--- src/rtl/soc_cfg_pkg.sv ---
// Shared definitions for the SoC configuration APB slave.
// Contents:
//   - word-index localparams for every mapped register (byte offset >> 2)
//   - the transfer FSM state enum
//   - the CFG0 field layout and a constant builder for it
//   - the read value and error flag returned for unmapped addresses
//   - a byte-strobe merge helper shared by the strobed RW registers
package soc_cfg_pkg;

  // Register word indices (byte offset >> 2)
  localparam logic [9:0] REG_HW_ID    = 10'd0;   // 0x00
  localparam logic [9:0] REG_FW_ID    = 10'd1;   // 0x04
  localparam logic [9:0] REG_CFG0     = 10'd2;   // 0x08
  localparam logic [9:0] REG_CFG1     = 10'd3;   // 0x0C
  localparam logic [9:0] REG_CFG2     = 10'd4;   // 0x10
  localparam logic [9:0] REG_TICK_LO  = 10'd5;   // 0x14
  localparam logic [9:0] REG_TICK_HI  = 10'd6;   // 0x18
  localparam logic [9:0] REG_SCRATCH  = 10'd7;   // 0x1C
  localparam logic [9:0] REG_CPU_HALT = 10'd8;   // 0x20

  // Response for any address outside the map (0x24..0xFFC)
  localparam logic [31:0] UNMAPPED_RDATA = 32'h0;
  localparam logic        UNMAPPED_ERR   = 1'b1;

  typedef enum logic [1:0] {
    IDLE = 2'd0,
    WAIT = 2'd1,
    RESP = 2'd2
  } state_t;

  typedef struct packed {
    logic [3:0] rsv3;
    logic [3:0] uart_speedup;   // [27:24]
    logic [2:0] rsv2;
    logic [4:0] sram_log2;      // [20:16]
    logic [2:0] rsv1;
    logic [4:0] bootrom_log2;   // [12:8]
    logic [2:0] rsv0;
    logic       l2_ena;         // [4]
    logic [3:0] cpu_max;        // [3:0]
  } cfg0_t;

  function automatic cfg0_t make_cfg0(input int cpu_max, input int l2_ena,
                                      input int bootrom_log2, input int sram_log2,
                                      input int uart_speedup);
    cfg0_t c;
    c              = '0;
    c.cpu_max      = 4'(cpu_max);
    c.l2_ena       = (l2_ena != 0);
    c.bootrom_log2 = 5'(bootrom_log2);
    c.sram_log2    = 5'(sram_log2);
    c.uart_speedup = 4'(uart_speedup);
    return c;
  endfunction

  // Replace only the bytes whose strobe bit is set
  function automatic logic [31:0] strb_merge(input logic [31:0] old_val,
                                             input logic [31:0] wdata,
                                             input logic [3:0]  strb);
    logic [31:0] res;
    res = old_val;
    for (int b = 0; b < 4; b++) begin
      if (strb[b]) res[8*b +: 8] = wdata[8*b +: 8];
    end
    return res;
  endfunction

endpackage

--- src/rtl/soc_cfg_apb.sv ---
// APB slave publishing the SoC build configuration to firmware.
// Read-only words describe the hardware ID, CPU count, cache geometry,
// memory sizes and UART speed-up; writable words hold a firmware ID, a
// scratch word and the per-CPU halt requests. A free-running 64-bit tick
// counter is read atomically: reading TICK_LO captures the upper word into
// a shadow that TICK_HI returns later.
//
// Ports:
//   i_clk, i_nrst      clock, asynchronous active-low reset
//   i_psel, i_penable  APB select / enable
//   i_pwrite           1 = write
//   i_paddr[11:0]      byte address, bits [1:0] ignored
//   i_pwdata[31:0]     write data
//   i_pstrb[3:0]       byte strobes (FW_ID and SCRATCH only)
//   o_prdata[31:0]     read data, valid while o_pready = 1
//   o_pready           one-cycle transfer-complete pulse
//   o_pslverr          error response, valid while o_pready = 1
//   o_cpu_halt         per-CPU halt request
//
// Transfer timing: the first cycle with i_psel & i_penable moves IDLE to
// WAIT; WAIT counts down WAIT_STATES cycles and then commits (read data,
// error flag, write, tick capture) on the edge into RESP, where o_pready
// is high for one cycle.
module soc_cfg_apb
  import soc_cfg_pkg::*;
#(
  parameter int          CPU_MAX       = 1,
  parameter logic [31:0] HW_ID         = 32'h2022_1101,
  parameter int          ILOG2_LINES   = 7,
  parameter int          ILOG2_NWAYS   = 2,
  parameter int          DLOG2_LINES   = 7,
  parameter int          DLOG2_NWAYS   = 2,
  parameter int          L2_ENA        = 0,
  parameter int          L2_LOG2_NWAYS = 4,
  parameter int          L2_LOG2_LINES = 9,
  parameter int          BOOTROM_LOG2  = 16,
  parameter int          SRAM_LOG2     = 18,
  parameter int          UART_SPEEDUP  = 0,
  parameter int          WAIT_STATES   = 0,
  parameter int          HALT_RST      = 0
) (
  input  logic               i_clk,
  input  logic               i_nrst,
  input  logic               i_psel,
  input  logic               i_penable,
  input  logic               i_pwrite,
  input  logic [11:0]        i_paddr,
  input  logic [31:0]        i_pwdata,
  input  logic [3:0]         i_pstrb,
  output logic [31:0]        o_prdata,
  output logic               o_pready,
  output logic               o_pslverr,
  output logic [CPU_MAX-1:0] o_cpu_halt
);

  localparam cfg0_t       CFG0_VAL  = make_cfg0(CPU_MAX, L2_ENA, BOOTROM_LOG2,
                                                SRAM_LOG2, UART_SPEEDUP);
  localparam logic [31:0] CFG1_VAL  = {16'h0, 4'(DLOG2_NWAYS), 4'(DLOG2_LINES),
                                       4'(ILOG2_NWAYS), 4'(ILOG2_LINES)};
  // L2 geometry is only meaningful when an L2 is actually built
  localparam logic [31:0] CFG2_VAL  = (L2_ENA != 0)
                                      ? {24'h0, 4'(L2_LOG2_LINES), 4'(L2_LOG2_NWAYS)}
                                      : 32'h0;
  localparam logic [3:0]  WAIT_INIT = 4'(WAIT_STATES);
  localparam logic [CPU_MAX-1:0] HALT_INIT = HALT_RST[CPU_MAX-1:0];

  state_t             state;
  state_t             state_next;
  logic [3:0]         wait_cnt;
  logic [63:0]        tick;
  logic [31:0]        tick_hi;
  logic [31:0]        fw_id;
  logic [31:0]        scratch;
  logic [CPU_MAX-1:0] cpu_halt;

  logic [9:0]         word;
  logic               access;
  logic               commit;
  logic [31:0]        rd_val;
  logic               rd_err;
  logic               addr_unused;

  assign word        = i_paddr[11:2];
  assign addr_unused = ^i_paddr[1:0];
  assign access      = i_psel & i_penable;

  // ---- free-running tick counter ----
  always_ff @(posedge i_clk or negedge i_nrst) begin
    if (!i_nrst) tick <= '0;
    else         tick <= tick + 64'd1;
  end

  // ---- FSM: state register ----
  always_ff @(posedge i_clk or negedge i_nrst) begin
    if (!i_nrst) state <= IDLE;
    else         state <= state_next;
  end

  // ---- FSM: next-state logic ----
  always_comb begin
    state_next = state;
    case (state)
      IDLE: if (access) state_next = WAIT;
      WAIT: begin
        // Dropping select or enable mid-access abandons the transfer
        if (!access)             state_next = IDLE;
        else if (wait_cnt == '0) state_next = RESP;
      end
      RESP:    state_next = IDLE;
      default: state_next = IDLE;
    endcase
  end

  // ---- FSM: outputs (commit strobe and read mux) ----
  always_comb begin
    commit = (state == WAIT) && access && (wait_cnt == '0);
    rd_val = '0;
    rd_err = 1'b0;
    case (word)
      REG_HW_ID:    rd_val = HW_ID;
      REG_FW_ID:    rd_val = fw_id;
      REG_CFG0:     rd_val = CFG0_VAL;
      REG_CFG1:     rd_val = CFG1_VAL;
      REG_CFG2:     rd_val = CFG2_VAL;
      REG_TICK_LO:  rd_val = tick[31:0];
      REG_TICK_HI:  rd_val = tick_hi;
      REG_SCRATCH:  rd_val = scratch;
      REG_CPU_HALT: rd_val[CPU_MAX-1:0] = cpu_halt;
      default: begin
        rd_val = UNMAPPED_RDATA;
        rd_err = UNMAPPED_ERR;
      end
    endcase
  end

  // ---- wait-state counter ----
  always_ff @(posedge i_clk or negedge i_nrst) begin
    if (!i_nrst) begin
      wait_cnt <= '0;
    end else if (state == IDLE && access) begin
      wait_cnt <= WAIT_INIT;
    end else if (state == WAIT && access && wait_cnt != '0) begin
      wait_cnt <= wait_cnt - 4'd1;
    end
  end

  // ---- registered response ----
  always_ff @(posedge i_clk or negedge i_nrst) begin
    if (!i_nrst) begin
      o_pready  <= 1'b0;
      o_prdata  <= '0;
      o_pslverr <= 1'b0;
    end else begin
      o_pready <= commit;
      if (commit) begin
        o_prdata  <= rd_val;
        o_pslverr <= rd_err;
      end
    end
  end

  // ---- register file: writes and tick shadow capture ----
  always_ff @(posedge i_clk or negedge i_nrst) begin
    if (!i_nrst) begin
      fw_id    <= '0;
      scratch  <= '0;
      cpu_halt <= HALT_INIT;
      tick_hi  <= '0;
    end else if (commit) begin
      if (i_pwrite) begin
        case (word)
          REG_FW_ID:    fw_id    <= strb_merge(fw_id, i_pwdata, i_pstrb);
          REG_SCRATCH:  scratch  <= strb_merge(scratch, i_pwdata, i_pstrb);
          REG_CPU_HALT: cpu_halt <= i_pwdata[CPU_MAX-1:0];
          default: ;
        endcase
      end else if (word == REG_TICK_LO) begin
        // Same counter value as the low word returned on this edge
        tick_hi <= tick[63:32];
      end
    end
  end

  assign o_cpu_halt = cpu_halt;

endmodule

--- config.mk ---
export PLATFORM = sky130hd
export DESIGN_NAME = soc_cfg_apb
export DESIGN_NICKNAME = d
export VERILOG_FILES = /design/src/rtl/soc_cfg_pkg.sv /design/src/rtl/soc_cfg_apb.sv
export SDC_FILE = /design/constraint.sdc
export NUM_CORES = 1
export LEC_CHECK = 0
export BUFFER_PORTS_ARGS = -buffer_cell sky130_fd_sc_hd__buf_2
export CORE_MARGIN = 5
export CORE_UTILIZATION = 35
export CTS_CLUSTER_DIAMETER = 120
export DETAILED_ROUTE_END_ITERATION = 8
export PLACE_DENSITY = 0.61
export SYNTH_ARGS = -nofsm -noshare
export SYNTH_HDL_FRONTEND = slang
export SYNTH_SLANG_ARGS = --single-unit
--- constraint.sdc ---
create_clock -name i_clk -period 5.28 [get_ports i_clk]
set_clock_uncertainty 0.05 [all_clocks]
set_input_delay 0.528 -clock i_clk [delete_from_list [all_inputs] [get_ports i_clk]]
set_output_delay 0.528 -clock i_clk [all_outputs]
set_load 0.02 [all_outputs]
======== After elaboration in Yosys (flattened, before gate mapping) ========
Index checks and enable logic that the tools add are counted.
word-level totals
  bits in registers ....................... 201
  bits of input ports ..................... 53
  latch bits .............................. 0
  RAM bits ................................ 0
  word-level logic and storage cells ...... 62
  memories kept ........................... 0
  bits in read-only memories .............. 0
cells by class
  div/mod/pow operators ................... 0
  bitwise gates (word level) .............. 2
  $lt $le $gt $ge ......................... 0
  muxes and demuxes ....................... 9
  add/sub/neg operators ................... 2
  shift operators ......................... 0
  equal/unequal tests ..................... 11
  multiply operators ...................... 0
  reductions and logical operators ........ 22
operators by type and width
  kind                                               count
  one-hot mux 31 bit (7 select lines)                1
  adder 64 x 1 -> 64 bit (second input constant)     1
  == test 10 x 3 -> 1 bit (second input constant)    4
  AND reduction 4 bit                                8
  == test 10 x 2 -> 1 bit (second input constant)    2
  == test 10 x 1 -> 1 bit (second input constant)    1
  == test 10 x 4 -> 1 bit (second input constant)    1
  logical NOT 10 bit                                 1
  OR reduction 9 bit                                 1
  2-to-1 mux 4 bit                                   2
  2-to-1 mux 2 bit                                   3
  one-hot mux 1 bit (6 select lines)                 1
  AND reduction 3 bit                                2
  logical AND 1 bit                                  4
  logical NOT 4 bit                                  1
  one-hot mux 2 bit (2 select lines)                 1
  nonzero test 4 bit                                 1
  subtractor 4 x 1 -> 4 bit (second input constant)  1
  inequality test 3 bit (second input constant)      1
  OR reduction 3 bit                                 1
  == test 2 x 1 -> 1 bit (second input constant)     1
  logical NOT 2 bit                                  1
  inequality test 2 bit (second input constant)      1
  AND reduction 2 bit                                1
  4 further kinds                                    4

======== Logic depth before layout (Yosys ltp) ========
Gate-level depths: netlist of the first run.
  depth in word-level cells ............... 5
  mapped depth ............................ 10

======== Worst setup path after synthesis of the first run ========
OpenSTA, ideal clock, no wires.
  path type ............................... input port to flip-flop
  from .................................... input i_paddr[5]
  to ...................................... register tick_hi[10]
  stages .................................. 9
  setup time .............................. 125 ps
  arrival time ............................ 2153 ps
  required time ........................... 5105 ps
  setup slack ............................. 2952 ps
  path through ............................ clkbuf_1 nor2b_1 and3_1 buf_4 nand2_4 or3_1 buf_2 buf_6 mux2_4
on the way
  longest elaborated chain between the ends .. 2
ends and longest elaborated chain
  what                                  RTL line            text
  start, declared                       soc_cfg_apb.sv:47   input logic [11:0] i_paddr,
  == test 10 x 3 -> 1 bit               soc_cfg_apb.sv:177  end else if (word == REG_TICK_LO) begin
  AND reduction 3 bit (no source line)  --
  end signal, assigned                  soc_cfg_apb.sv:179  tick_hi <= tick[63:32];
  end, declared                         soc_cfg_apb.sv:71   logic [31:0] tick_hi;
No other way between the ends.
A chain may end at the register's enable or synchronous reset.

======== Final worst setup path of the first run ========
  from .................................... register wait_cnt[0]
  to ...................................... register tick_hi[7]
on the way
  longest elaborated chain between the ends .. 3
ends and longest elaborated chain
  what                                  RTL line            text
  start, declared                       soc_cfg_apb.sv:69   logic [3:0] wait_cnt;
  start signal, assigned                soc_cfg_apb.sv:143  wait_cnt <= wait_cnt - 4'd1;
  logical NOT 4 bit                     soc_cfg_apb.sv:116  commit = (state == WAIT) && access && (wait_cnt == '0);
  logical AND 1 bit                     soc_cfg_apb.sv:116
  net commit                            soc_cfg_apb.sv:78   logic commit;
  AND reduction 3 bit (no source line)  --
The timed path passes the listed nets, and every way through them passes these cells.

==> out/metrics.yaml, run 1 <==
global_route:
  grt_max_degree: 117
  grt_overflow: 0
  grtUsageTotal_pct: 15.40
  antenna_found_initial: 1
  first_global_vias: 6302
  grt_first_pass_wirelength_um: 35960
sta:
  finalSetupViolations: 0
  fmax_ghz: 0.3054
  drv_slew: 0
  tns_ns: 0
  hold_viol: 0
  timing.final.crit_share_pct: 62.02
  tightest_slew_ns: 1.141
  whs_ns: 0.02981
  period_needed_ns: 3.275
  rsz0062_at_grt: "false"
  maxSlewHeadroom_pct: 23.32
floorplanning:
  die_y_um: 172.2
  start_util_pct: 35.42
  die_w_um: 172.2
  die_area_um2: 29640
  rows: 59
  ios: 88
  core_um2: 25980
power:
  p_sw_mw: 0.6664
  p_sw_share_pct: 21.59
  powerDensity_nw_per_um2: 291.7
  p_leak_nw: 5.080
  pwr-share-clk_pct: 45.8
  internal_power_mw: 2.420
  ir_worst_vdd_v: 0.0002858
  p_total_mw: 3.087
  sequentialPowerShare_pct: 50.1
  comb_power_share_pct: 4.0
place:
  dpl_cell_area_um2: 9933
  gp_congestion: 0.8021
  dp_hpwl_um: 15900
  dp.cells: 1151
  place.port_buffers: 85
logic_synthesis:
  yosys_warnings: 0
  seq_area_frac_synth_pct: 54.66
  async_reset_ff_share_pct: 100.0
  yosys.area_share.simple_pct: 13.05
  synth_edf_count: 0
  synthFlopType: "dfrtp_1"
  netlist_top_cells_area: "dfrtp_1 55%, mux2_2 12%, xnor2_1 4.1%"
  yosys.area.top_type_share_pct: 54.66
  synth_cells: 762
  syn_nets: 817
  synth_top_family_by_area: "multiplexers"
  synth_cell_types: 55
  synth-xor-area-share_pct: 5.996
  synth-compound-area-share_pct: 7.138
  syn_avg_cell_area_um2: 12.08
  ys_ff_latch: 201
  yosys.area.top_type: "dfrtp_1"
  synth-adder-area-share_pct: 0.2719
  netlist_area_um2: 9203
  synthMuxAreaShare_pct: 16.38
finish:
  layout_commonest_cell: "dfrtp_1"
  final_nets: 894
  layout.cells.non_filler: 1187
  n_antenna_cell: 0
  drive_gt1_share_pct: 28.76
  fillers: 2498
  final_cell_mix: "201 x dfrtp_1, 101 x mux2_2, 84 x buf_2"
  area_delta_synth_final_pct: 15.00
  postLayoutCellArea_um2: 10580
worst_setup_path:
  path_max_fanout: 35
  worstSetupPathType: "reg2reg"
  startpoint_type: "register"
  worstSetupEndpointType: "register"
  crit_arrival_ns: 3.59
  required_ns: 5.60
outcome:
  outcome: "complete, no violations"
clock_tree:
  ctsRootBufferMaster: "clkbuf_16"
  ctsResizeCount: 0
  cts_hold_buf: 0
  h-tree-depth: 1
  path_clk_slew_ns: 0.06
  postCtsSetupRepairBufs: 0
  cts_tree: "yes"
  cts_sinks: 201
  insertion_delay_ns: 0.49
  clock_path_buffers: 3
  cts_buffers: 21
drt:
  wl_per_cell_um: 19.12
  routed_wl_um: 22690
  via_per_inst: 5.215
  vias: 6190
  drt_pass1_iterations: 5
  drt-initial-drc-count: 538
  drc: 0
  final_antenna_net_count: 0
worst_hold_path:
  holdCritPathClass: "in2async"
run:
  max-cap-violations: 0
-- sequential cells by signal (all words and copies together), names as in the netlist --
name,flops
tick,64
fw_id,32
o_prdata,32
scratch,32
tick_hi,32
wait_cnt,4
state,2
o_cpu_halt,1
o_pready,1
o_pslverr,1
-- cell families (layout without fill, tap and decap cells) --
| group | after synthesis | after routing |
|---|---|---|
| AO/OA/AOI/OAI | 94 | 94 |
| XOR/XNOR | 63 | 63 |
| adder cells (fa/ha/maj) | 2 | 2 |
| buffers and inverters | 50 | 140 |
| flip-flops | 201 | 201 |
| multiplexers | 133 | 133 |
| AND/OR/NAND/NOR | 219 | 219 |
-- power groups by stage --
| stage | registers, mW | logic [mW] | clock network, mW |
|---|---|---|---|
| 6_report | 1.55 | 0.124 | 1.42 |
| 5_1_grt | 1.55 | 0.139 | 1.51 |
| 4_1_cts | 1.55 | 0.126 | 1.45 |
| 3_5_place_dp | 1.58 | 0.126 | 0 |
| 3_3_place_gp | 1.58 | 0.127 | 0 |
| 2_1_floorplan | 1.58 | 0.0430 | 0 |
-- routing by layer --
layer	track usage, %	vias to the layer above	share of wire, %
li1	-	2904	-
met1	22.12	3111	47
met2	24.64	144	46
met3	2.309	29	5.0
met4	3.794	2	1.7
met5	0	-	0.057
-- cell usage after synthesis, drive strengths merged, types with 2 or more instances --
cell type	number
o22ai	7
o31ai	5
buf	14
a22oi	13
nor2b	4
nand4b	2
nand3	37
or4	2
a21oi	11
or3	3
and2	3
clkbuf	22
ha	2
and3	8
nor2	29
nor3	20
xor2	20
a22o	10
o21ai	21
mux2	111
a221o	13
nor4	10
mux2i	22
nor3b	2
a31oi	7
nand2	62
dfrtp	201
inv	14
nand4	22
xnor2	43
and4	11
-- area by class of cell --
cell class                      instances  area, µm²  share of cell area [%]
Clock buffer                           34      614.3                   5.805
Tap cell                              335      419.2                   3.961
Inverter                               14      52.55                  0.4966
Multi-Input combinational cell        511       3948                   37.30
Sequential cell                       201       5030                   47.53
Timing Repair Buffer                   90      484.2                   4.576
Clock inverter                          2      35.03                  0.3310
-- worst max-delay path: stages (launching register included) --
cell     delay, ns
dfrtp_1       0.40
inv_1         0.07
ha_1          0.18
nor3b_2       0.29
nand2_2       0.56
inv_2         0.31
nand2_4       0.21
or3_1         0.40
buf_4         0.31
mux2_4        0.36
-- path summary, 6_finish.rpt --
kind	startpoint	end	slack, ns	cells after the start
max	wait_cnt[0]	tick_hi[7]	2.01	9
min	i_nrst	o_prdata[6]	0.03	1
max reg2reg	wait_cnt[0]	tick_hi[7]	2.01	9
min reg2reg	tick[63]	tick[63]	0.42	1
max in group asynchronous	i_nrst	tick_hi[14]	4.09	2
min in group i_clk	i_pwdata[6]	fw_id[6]	0.23	2
-- per-stage QoR --
stage	setup WS [ns]	utilization [%]
after floorplan	2.952	-
after global placement	1.979	38.23
after detailed placement	1.937	38.23
after CTS	2.028	40.73
after global routing	1.831	40.73
final	2.005	40.73
Note: power is estimated with default switching activity, not from simulation.
==> inputs of run 2 (changes only) <==
--- a/config.mk
+++ b/config.mk
@@ -5,12 +5,13 @@
 export SDC_FILE = /design/constraint.sdc
 export NUM_CORES = 1
 export LEC_CHECK = 0
+export ABC_AREA = 1
 export BUFFER_PORTS_ARGS = -buffer_cell sky130_fd_sc_hd__buf_2
 export CORE_MARGIN = 5
 export CORE_UTILIZATION = 35
 export CTS_CLUSTER_DIAMETER = 120
 export DETAILED_ROUTE_END_ITERATION = 8
-export PLACE_DENSITY = 0.61
+export PLACE_DENSITY = 0.62
 export SYNTH_ARGS = -nofsm -noshare
 export SYNTH_HDL_FRONTEND = slang
 export SYNTH_SLANG_ARGS = --single-unit
==> constraint.sdc (replaced) <==
create_clock -name i_clk -period 2.8 [get_ports i_clk]
set_clock_uncertainty 0.05 [all_clocks]
set_input_delay 0.28 -clock i_clk [delete_from_list [all_inputs] [get_ports i_clk]]
set_output_delay 0.28 -clock i_clk [all_outputs]
set_load 0.02 [all_outputs]
==> run 2 against run 1 <==
Sequential power is 90% higher. Total power increased by 110%. Cell count up 57%. Fmax is 39% higher. Combinational power rose to 2.9 times the previous value. Die area is 11% higher. Count of clock-buffer cells in the layout increased by 1. Largest power group is now the clock network.
==> out/metrics.yaml, run 2 <==
outcome:
  outcome: "complete, no violations"
drt:
  drt-initial-drc-count: 822  # +53%
  via_per_inst: 4.827  # -7.4%
  routed_wl_um: 31070  # +37%
  vias: 9002  # +45%
  wl_per_cell_um: 16.66  # -13%
  drc: 0  # unchanged
  drt_pass1_iterations: 5  # unchanged
  final_antenna_net_count: 0  # unchanged
worst_setup_path:
  worstSetupEndpointType: "register"
  cpMaxStageDelayCell: "nor3_4"
  r2r-end: "fw_id[26]"
  path_cells: "inv_1 -> ha_1 -> nand3_1 -> inv_2 -> nand2_1 -> nor3_4 -> nand2_4 -> nand2_1 -> o21ai_2"
  crit_arrival_ns: 2.72  # -0.87 ns
  reg2reg_slack_ns: 0.44  # -1.57 ns
  crit_buf_inv: 2  # -1
  crit_top_cell: "nand2_1"
  crit_family: "simple AND/OR/NAND/NOR gates"
  startpoint_type: "register"
  cp_slowest_stage_delay_ns: 0.55  # about the same
  r2r_cells: 9  # unchanged
  worstSetupPathType: "reg2reg"
  required_ns: 3.16  # -2.44 ns
  path_max_fanout: 16  # -54%
  rr_startpoint: "wait_cnt[0]"
global_route:
  grt_use_met1_pct: 26.54  # +4.4 points
  grt-busiest-layer: "met2"
  grtUsageTotal_pct: 18.78  # +3.4 points
  grt_first_pass_wirelength_um: 49890  # +39%
  first_global_vias: 8847  # +40%
  grt_max_degree: 74  # -37%
  use_met3_pct: 2.695  # +0.39 points
  antenna_found_initial: 0  # -1
  grt_overflow: 0  # unchanged
  grt_use_met2_pct: 30.65  # +6.0 points
worst_hold_path:
  hold_start: "i_pwdata[16]"
  holdCritPathClass: "in2reg"
  hold-path-cell-count: 3
  hold_end: "scratch[16]"
logic_synthesis:
  synth_edf_count: 0  # unchanged
  async_reset_ff_share_pct: 100.0  # unchanged
  yosys.area.top_type_share_pct: 49.08  # -5.6 points
  yosysMostFrequentCell: "nand2_1"
  yosys_warnings: 0  # unchanged
  synth_cell_types: 30  # -45%
  synthFlopType: "dfrtp_1"
  syn_nets: 1396  # +71%
  ys_ff_latch: 201  # unchanged
  netlist_area_um2: 10250  # +11%
  syn_avg_cell_area_um2: 7.642  # -37%
  synthTopCellsByCount: "457 x nand2_1, 201 x dfrtp_1, 127 x nor2_1, 122 x inv_1, 122 x nand3_1"
  netlist_top_cells_area: "dfrtp_1 49%, nand2_1 17%, nand3_1 6.0%"
  yosys.area.top_type: "dfrtp_1"
  seq_area_frac_synth_pct: 49.08  # -5.6 points
  synth_cells: 1341  # +76%
power:
  p_leak_nw: 6.101  # +20%
  p_total_mw: 6.443  # +110%
  ir_worst_vdd_v: 0.0002933  # +2.6%
  powerDensity_nw_per_um2: 525.6  # +80%
place:
  gp_congestion: 0.9534  # +19%
  dp.cells: 1792  # +56%
  dpl_cell_area_um2: 11150  # +12%
  dp_hpwl_um: 23100  # +45%
  place.port_buffers: 85  # unchanged
floorplanning:
  core_um2: 28780  # +11%
  ios: 88  # unchanged
  die_area_um2: 32800  # +11%
  start_util_pct: 35.61  # +0.19 points
  die_w_um: 181.1  # +5.2%
  die_y_um: 181.1  # +5.2%
  rows: 62  # +5.1%
sta:
  period_needed_ns: 2.360  # -0.9149 ns
  timing.final.crit_share_pct: 84.28  # +22 points
  hold_viol: 0  # unchanged
  finalSetupViolations: 0  # unchanged
  fmax_ghz: 0.4238  # +39%
  tns_ns: 0  # unchanged
  maxSlewHeadroom_pct: 56.45  # +33 points
  drv_slew: 0  # unchanged
  tightest_slew_ns: 0.6532  # -0.4883 ns
  rsz0062_at_grt: "false"
finish:
  area_delta_synth_final_pct: 19.63
  top_register: "tick"
  largest_reg_flops: 64  # unchanged
  postLayoutCellArea_um2: 12260  # +16%
  layout.cells.non_filler: 1865  # +57%
  fillers: 2905  # +16%
  layout_commonest_cell: "nand2_1"
  fin_util_pct: 42.60  # +1.9 points
  n_antenna_cell: 0  # unchanged
  final_nets: 1521  # +70%
  drive_gt1_share_pct: 14.72  # -14 points
  final_cell_mix: "456 x nand2_1, 201 x dfrtp_1, 127 x nor2_1"
run:
  max-cap-violations: 0  # unchanged
clock_tree:
  path_clk_slew_ns: 0.06  # about the same
  cts_tree: "yes"
  postCtsSetupRepairBufs: 0  # unchanged
  cts_sinks: 201  # unchanged
  ctsRootBufferMaster: "clkbuf_16"
  cts_buffers: 24  # +14%
  insertion_delay_ns: 0.53  # +0.04 ns
  clock_path_buffers: 3  # unchanged
  ctsResizeCount: 0  # unchanged
  h-tree-depth: 1  # unchanged
-- run 2: cell count changes after synthesis, moves of 17 or more --
cell	before	now
inv_2	1	20
inv_1	13	122
mux2_2	101	0
xnor2_1	43	11
nor2_1	29	127
nand2_1	60	457
o21ai_1	0	93
o21ai_2	0	32
o21ai_0	21	4
mux2i_1	22	0
nand3_1	37	122
-- run 2: cell families after synthesis --
group                    synth area share (%)
adder cells (fa/ha/maj)                0.2442
buffers and inverters                   7.082
flip-flops                              49.08
XOR/XNOR                                3.590
AO/OA/AOI/OAI                           7.863
AND/OR/NAND/NOR                         32.14
-- run 2: worst reg2reg max path: cells and delay by family (launching register included) --
| family | cells | cell delay [ns] |
|---|---|---|
| flops | 1 | 0.36 |
| buf+inv | 2 | 0.16 |
| simple gates | 5 | 1.41 |
| fa+ha+maj | 1 | 0.21 |
| compound gates | 1 | 0.06 |
-- run 2: area by class of cell --
class	count	area, µm²	share of cell area (%)
clock inverter	6	70.07	0.5715
timing repair buffer	137	929.6	7.583
inverter	142	533.0	4.348
multi-input combinational	960	4494	36.66
clock buffer	35	721.9	5.889
sequential	201	5030	41.03
tap	384	480.5	3.919
-- run 2: where the power goes --
part	internal, mW	total (mW)	switching, mW
clock network	1.87	3.13	1.26
logic	0.123	0.363	0.240
registers	2.94	2.95	0.0149
-- run 2: repair_timing --
action	4_1_cts	5_1_grt
hold endpoints to repair	117	0
endpoints found under the setup margin	0	0
hold buffers	32	0
-- run 2: how the worst max path moves through the flow --
stage	from	to	slack, ns	depth (start not counted)
floorplan	wait_cnt[0]	fw_id[14]	1.01	10
global placement	wait_cnt[0]	fw_id[23]	0.49	9
detailed placement	wait_cnt[0]	fw_id[26]	0.43	9
CTS	wait_cnt[0]	fw_id[16]	0.41	9
global route	wait_cnt[0]	scratch[27]	0.27	9
finish	wait_cnt[0]	fw_id[26]	0.44	9
-- run 2: per-stage QoR --
step	setup WS, ns	hold WS, ns
after floorplan	1.011	-0.06559
after global placement	0.4926	0.3030
after detailed placement	0.4292	0.2989
after CTS	0.4057	0.007283
after global routing	0.2667	0.01369
final	0.4401	0.02242
-- run 2: metal layers --
layer | vias up | routed length [µm]
met1 | 4233 | 14390
met3 | 48 | 1525
li1 | 4497 | -
met4 | 0 | 761
met5 | - | 0
met2 | 224 | 14390
